$ cat config.mk
export PLATFORM = sky130hd
export DESIGN_NAME = multdiv_cycle_counter
export DESIGN_NICKNAME = d
export VERILOG_FILES = /design/src/rtl/multdiv_pkg.sv /design/src/rtl/cycle_count_reg.sv /design/src/rtl/multdiv_cycle_counter.sv
export SDC_FILE = /design/constraint.sdc
export NUM_CORES = 1
export LEC_CHECK = 0
export CAP_MARGIN = 20
export CORE_MARGIN = 2
export CORE_UTILIZATION = 40
export CTS_CLUSTER_DIAMETER = 200
export CTS_CLUSTER_SIZE = 30
export DETAILED_ROUTE_END_ITERATION = 10
export GPL_TIMING_DRIVEN = 1
export PLACE_DENSITY = 0.71
export SYNTH_ARGS = -nofsm -noshare
export SYNTH_HDL_FRONTEND = slang
export SYNTH_HIERARCHICAL = 1
export SYNTH_SLANG_ARGS = --single-unit
$ cat constraint.sdc
create_clock -name clk -period 1.6 [get_ports clk]
set_input_delay 0.24 -clock clk [delete_from_list [all_inputs] [get_ports clk]]
set_output_delay 0.24 -clock clk [all_outputs]
set_load 0.02 [all_outputs]
$ cat src/rtl/multdiv_pkg.sv
// Shared types and constants for the multiply/divide unit.
// State encoding and the terminal step index for 32-step operations.
package multdiv_pkg;

    typedef enum logic [1:0] {
        IDLE = 2'b00,
        RUN  = 2'b01,
        DONE = 2'b10
    } md_state_e;

    localparam int MULTDIV_STEPS_32 = 31;

endpackage

$ cat src/rtl/cycle_count_reg.sv
// Step counter register for the multdiv cycle sequencer.
// Synchronous clear wins over increment.
module cycle_count_reg #(
    parameter int WIDTH = 5
) (
    input  logic             clk,
    input  logic             rs,
    input  logic             clr,
    input  logic             inc,
    output logic [WIDTH-1:0] q
);

    logic [WIDTH-1:0] q_q;
    logic [WIDTH-1:0] q_d;

    // Next count: clear first, then advance by one.
    always_comb begin
        q_d = q_q;
        if (clr) begin
            q_d = '0;
        end else if (inc) begin
            q_d = q_q + WIDTH'(1);
        end
    end

    // Count register with synchronous reset.
    always_ff @(posedge clk) begin
        if (rs) begin
            q_q <= '0;
        end else begin
            q_q <= q_d;
        end
    end

    assign q = q_q;

endmodule

$ cat src/rtl/multdiv_cycle_counter.sv
// Cycle sequencer pacing multiply/divide iterations.
// Start arms a run to a captured limit; done pulses one cycle at the end.
module multdiv_cycle_counter
    import multdiv_pkg::*;
#(
    parameter int WIDTH = 5
) (
    input  logic             clk,
    input  logic             rs,
    input  logic             start,
    input  logic             abort,
    input  logic             stall,
    input  logic [WIDTH-1:0] limit,
    output logic [WIDTH-1:0] count,
    output logic             busy,
    output logic             last,
    output logic             done
);

    md_state_e        state_q;
    md_state_e        state_d;
    logic [WIDTH-1:0] limit_q;
    logic [WIDTH-1:0] limit_d;
    logic [WIDTH-1:0] cnt_w;
    logic             at_lim;
    logic             cnt_clr;
    logic             cnt_inc;
    logic             lim_load;

    assign at_lim = (cnt_w == limit_q);

    // State and captured limit registers.
    always_ff @(posedge clk) begin
        if (rs) begin
            state_q <= IDLE;
            limit_q <= '0;
        end else begin
            state_q <= state_d;
            limit_q <= limit_d;
        end
    end

    // Next state: abort beats start, which beats stall/advance.
    always_comb begin
        state_d = state_q;
        unique case (state_q)
            IDLE: begin
                if (!abort && start) begin
                    state_d = RUN;
                end
            end
            RUN: begin
                if (abort) begin
                    state_d = IDLE;
                end else if (!stall && at_lim) begin
                    state_d = DONE;
                end
            end
            DONE: begin
                if (!abort && start) begin
                    state_d = RUN;
                end else begin
                    state_d = IDLE;
                end
            end
            default: state_d = IDLE;
        endcase
    end

    // Counter controls, limit capture and register-only output decodes.
    always_comb begin
        lim_load = (state_q != RUN) && start && !abort;
        limit_d  = lim_load ? limit : limit_q;
        cnt_clr  = (state_q != RUN) || abort;
        cnt_inc  = (state_q == RUN) && !abort && !stall && !at_lim;
        busy     = (state_q == RUN);
        last     = (state_q == RUN) && at_lim;
        done     = (state_q == DONE);
    end

    cycle_count_reg #(
        .WIDTH(WIDTH)
    ) u_cnt (
        .clk(clk),
        .rs (rs),
        .clr(cnt_clr),
        .inc(cnt_inc),
        .q  (cnt_w)
    );

    assign count = cnt_w;

endmodule

# After elaboration in Yosys (flattened, before gate mapping)
# Cells that the tools add are included.
# totals
reg_bits	12
# op_classes
mux	5
eq_ne	6
n_addsub	1
n_reduce_logical	15
# ops
op	count
logical AND 1 bit	8
2-to-1 mux 2 bit	3
case mux 2 bit (3 select lines)	1
adder 5 x 1 -> 5 bit, second input constant	1
equality test 5 bit	1
logical NOT 1 bit	3
inequality test 3 x 2 -> 1 bit, second input constant	1
equality test 2 x 1 -> 1 bit, second input constant	1
equality test 2 bit, second input constant	1
logical NOT 2 bit	1
inequality test 2 x 1 -> 1 bit, second input constant	1
inequality test 2 bit, second input constant	1
AND reduction 2 bit	1
OR reduction 2 bit	1
logical OR 1 bit	1
2-to-1 mux 1 bit	1

# Depth between registers and ports, before layout
# logic_depth
word_depth	5
depth_mapped	7

# By module
# The synthesis kept the hierarchy.
# modules_own_cells
mod	cells_each	instances	area_each_um2
multdiv_cycle_counter	44	1	377.9
cycle_count_reg	23	1	255.2

# Worst setup path after synthesis
# OpenSTA, ideal clock, no wires.
# synth_path
kind	register -> register
startpoint	register u_cnt.q_q[0], in the netlist u_cnt/q[0]
endpoint	register u_cnt.q_q[3], in the netlist u_cnt/q[3]
arrival_time_ps	1537
period_less_slack_ps	1658
slack_ps	-58
t_required_ps	1479
stages_incl_launch_ff	7
path_cell_list	dfxtp_1 > xnor2_1 > nand4_1 > o21a_1 > buf_6 > nand4_2 > mux2_4
# synth_between
elab_chain_len	3
word_cells_on_any_way	4
# synth_lines
element	line_no	source
start: declaration	cycle_count_reg.sv:13	logic [WIDTH-1:0] q_q;
start signal: assignment	cycle_count_reg.sv:31	q_q <= q_d;
equality test 5 bit	multdiv_cycle_counter.sv:30	assign at_lim = (cnt_w == limit_q);
logical NOT 1 bit	multdiv_cycle_counter.sv:75	cnt_inc = (state_q == RUN) && !abort && !stall && !at_lim;
logical AND 1 bit	multdiv_cycle_counter.sv:75	
via cnt_inc	multdiv_cycle_counter.sv:27	logic cnt_inc;
# The timed path passes the listed nets, and every way through them passes these cells.
# A chain may end at the register's enable or synchronous reset.

# Final worst setup path
# layout_path
startpoint	register u_cnt.q_q[3], in the netlist u_cnt/q[3]
endpoint	output count[3]
# layout_rtl
element	line_no	source
end: declaration	multdiv_cycle_counter.sv:14	output logic [WIDTH-1:0] count,
# No word-level cell between the ends.

==> summary.md <==
| Metric | Value |
|---|---|
| Run status | complete, no violations |
| Synth Flop Type | sky130_fd_sc_hd__dfxtp_1 |
| Placeable core region | 1490 µm² |
| Number of register bits inferred by synthesis | 12 |
| Clock tree from TritonCTS | built |
| Share of post-route cells with drive strength above 1 | around 28% |
| Internal cell power | 445 µW |
| Reg-to-reg slack, setup | about 0.08 ns |
| Highest signal layer in the routed design | met4 |
| Number of failing setup endpoints in the final timing report | 0 |
| Total placed cells including tap cells | 109 |
| Proportion of power drawn by combinational gates | 16.0% |
| Worst-case vdd ir drop | 0.431 mV |
| Final WL | between 1 and 1.5 mm |
| Via count of the first global-routing pass | ~550 |
| Largest net degree at the start of global routing | 10 |
| Cell with the most instances after synthesis | sky130_fd_sc_hd__dfxtp_1 |
| Top cells by instance count after synthesis | sky130_fd_sc_hd__dfxtp_1, sky130_fd_sc_hd__a21oi_1, sky130_fd_sc_hd__nand3_1, sky130_fd_sc_hd__o21ai_0, sky130_fd_sc_hd__xnor2_1 |
| Final critical path time including I/O delays and setup | around 1.6 ns |
| Die height | about 44 µm |
| Async set or reset register ratio after synthesis | 0% |
| Power density normalized to cell area | roughly 630 nW/µm² |
| Cell count after synthesis | 67 |
| Effective utilization at floorplan | 42.5% |
| Switching share of power | approximately a quarter |
| FILL cells | 121 |
| Mean instance size in the synthesized netlist | ~9.4 µm² |
| Die area | 1920 µm² |
| Final estimated routing congestion in global placement | 0.771 |
| Standard-cell rows | 14 |
| Post-DR wirelength/cell | between 10 and 15 µm |
| Diodes inserted | 0 |
| CP arrival | between 1 and 1.5 ns |
| CTS Sinks | 12 |
| Area added between synthesis and finish | 46.2% |
| Fin nets | 109 |
| Width of the die | 43.8 µm |
| Number of unique standard cell types used by synthesis | 27 |
| Highest net fanout along the worst path | 4 |
| DRC violations left | 0 |
| Tcrit/Tclk final | 97.1% |
| RSZ-0062 raised after global routing | true |
| Initial antenna violation count | 0 |
| Setup TNS | 0 ns |
| Clock root buffer | sky130_fd_sc_hd__clkbuf_4 |
| Share of the synthesized area in the top cell type | 37.9% |
| EDFF count, synth | 0 |
| Met3 WL | 43 µm |
| Launching element type of the critical path | flip-flop |
| Total vias in the final route | 579 |
| Yosys warns | 6 |
| Sum of met2 wire segment lengths after detailed routing | 645 µm |
| Fraction of power consumed by sequential logic | 53.2% |
| I/O pins | 18 |
| Global-route congestion overflow total | 0 |
| Number of endpoints with negative hold slack in the final report | 0 |
| Area taken by multi-input logic gates | between 300 and 400 µm² |
| Required time of the worst setup path | 1.36 ns |
| Remaining antenna violation count | 0 |
| Clk Latency, worst-skew pair | 0.27 ns |
| Via count normalized by instance count | slightly above 5 |
| Clock-pin slew on the worst setup and hold paths | around 0.070 ns |
| Number of standard cells in the final layout excluding fillers | 112 |
| Critical path endpoint category | output pin |
| Measured slew at the worst slew-check pin | 0.320 ns |
| H-tree levels | 1 |
| Net switching power | roughly 140 µW |
| Final worst setup slack | 0.0460 ns |
| Worst Setup Slack post-DPL | -0.0915 ns |
| Syn_nets | 78 |
| Clock tree skew after final layout | 0.00747 ns |
| GRT Overall Usage | 17.0% |
| Worst hold-check path type | reg -> reg |
| Number of buffers inserted to repair setup after CTS | 0 |
| Post-synthesis cell type with the largest combined area | sky130_fd_sc_hd__dfxtp_1 |
| Number of buffers inserted by port buffering | 17 |
| Clk pwr share | between 30 and 40% |
| Drt initial violations | 11 |
| Wire length of the first global-routing pass | 2.42 mm |
| Instance area at placement | 888 µm² |
| Mapped cell area | ~630 µm² |
| Worst relative slew slack | 78.6% |
| Number of max-slew violations in the final report | 0 |
| Final non-filler cell area | 926 µm² |
| Sequential-to-total area share from yosys stat | roughly 38% |
| Total clock buffers created by CTS | 3 |
| Half-perimeter wire length of the detailed placement result | 1.09 mm |
| Leakage Power | 0.406 nW |
| PnR Total Power | 584 µW |
| Area contributors post-synth | sky130_fd_sc_hd__dfxtp_1, sky130_fd_sc_hd__xnor2_1, sky130_fd_sc_hd__a21oi_1 |
| CTS Hold Bufs | 0 |
| Highest attainable clock frequency | 643 MHz |
| Maximum root-to-sink buffer count | 2 |
| Seq. cell area | about 250 µm² |
| Startpoint-to-endpoint class of the critical path | reg -> out |
| Wire length the detailed router placed on met1 | around 670 µm |
| Max-capacitance violation count | 0 |
| Pre-Repair DR Iteration Count | 4 |
-- registers in the layout (all words and copies together) (netlist names) --
name / cells
u_cnt/q: 5
state_q: 2
limit_q: 5
-- kinds of logic (layout without fill, tap and decap cells) --
group	count (synthesis)	in the layout	synth area share (%)
AO/OA/AOI/OAI	15	15	13.8
multiplexers	3	3	5.73
buffers and inverters	3	32	4.15
adder cells (fa/ha/maj)	1	1	1.98
AND/OR/NAND/NOR	27	27	28.1
XOR/XNOR	6	6	8.30
flip-flops	12	12	37.9
-- cells in the final DEF (no fill, tap or decap), types with 2 or more instances in the layout --
master	Yosys	routed
sky130_fd_sc_hd__dfxtp_2	0	5
sky130_fd_sc_hd__a21oi_1	6	6
sky130_fd_sc_hd__clkdlybuf4s50_1	0	12
sky130_fd_sc_hd__clkbuf_4	0	3
sky130_fd_sc_hd__nand4_2	2	2
sky130_fd_sc_hd__buf_4	0	11
sky130_fd_sc_hd__dlymetal6s2s_1	0	2
sky130_fd_sc_hd__nor3b_1	3	3
sky130_fd_sc_hd__nor2_1	2	2
sky130_fd_sc_hd__nand2b_1	4	4
sky130_fd_sc_hd__nand3_1	5	5
sky130_fd_sc_hd__nor2b_1	2	2
sky130_fd_sc_hd__o21ai_0	5	5
sky130_fd_sc_hd__nor3_1	3	3
sky130_fd_sc_hd__xnor2_1	5	4
sky130_fd_sc_hd__dfxtp_1	12	7
-- metal layers --
metal / up-vias / track usage [%]
met4: 0 / 9.09
met5: - / 0
met2: 10 / 25.3
li1: 301 / -
met3: 2 / 2.92
met1: 266 / 23.1
-- critical path, stage by stage, from the launching register on --
cell	delay (ns)
sky130_fd_sc_hd__dfxtp_2	0.34
sky130_fd_sc_hd__buf_4	0.12
sky130_fd_sc_hd__clkdlybuf4s50_1	0.59
-- power by group through the flow --
stage,clock network (mW),logic (mW),registers (mW)
3_5_place_dp,0,0.0928,0.317
3_3_place_gp,0,0.0921,0.317
5_1_grt,0.194,0.102,0.312
4_1_cts,0.190,0.0911,0.310
2_1_floorplan,0,0.0410,0.317
6_report,0.179,0.0936,0.311
-- worst paths after layout --
kind / from / end / cells past startpoint
min reg2reg: limit_q[0] / limit_q[0] / 2
max: u_cnt/q[3] / count[3] / 2
min: limit_q[0] / limit_q[0] / 2
max reg2reg: u_cnt/q[2] / u_cnt/q[2] / 7
-- timing repair --
item | 4_1_cts | 5_1_grt
resized for setup | 7 | 7
endpoints found under the setup margin | 3 | 8
pin swaps | 0 | 2
-- metrics by stage --
step | util [%] | hold slack (ns)
3_3_place_gp | 59.7 | 0.475
2_1_floorplan | - | 0.309
4_1_cts | 60.7 | 0.491
6_report | 62.2 | 0.490
5_1_grt | 62.2 | 0.511
3_5_place_dp | 59.7 | 0.481
-- area by class of cell --
cell class	count	share of cell area (%)
Multi-Input combinational cell	52	41.2
Timing Repair Buffer	28	27.2
Sequential cell	12	26.6
Clock buffer	3	2.43
Tap cell	16	2.16
Inverter	1	0.405
Power figures use the tool's default switching activity.
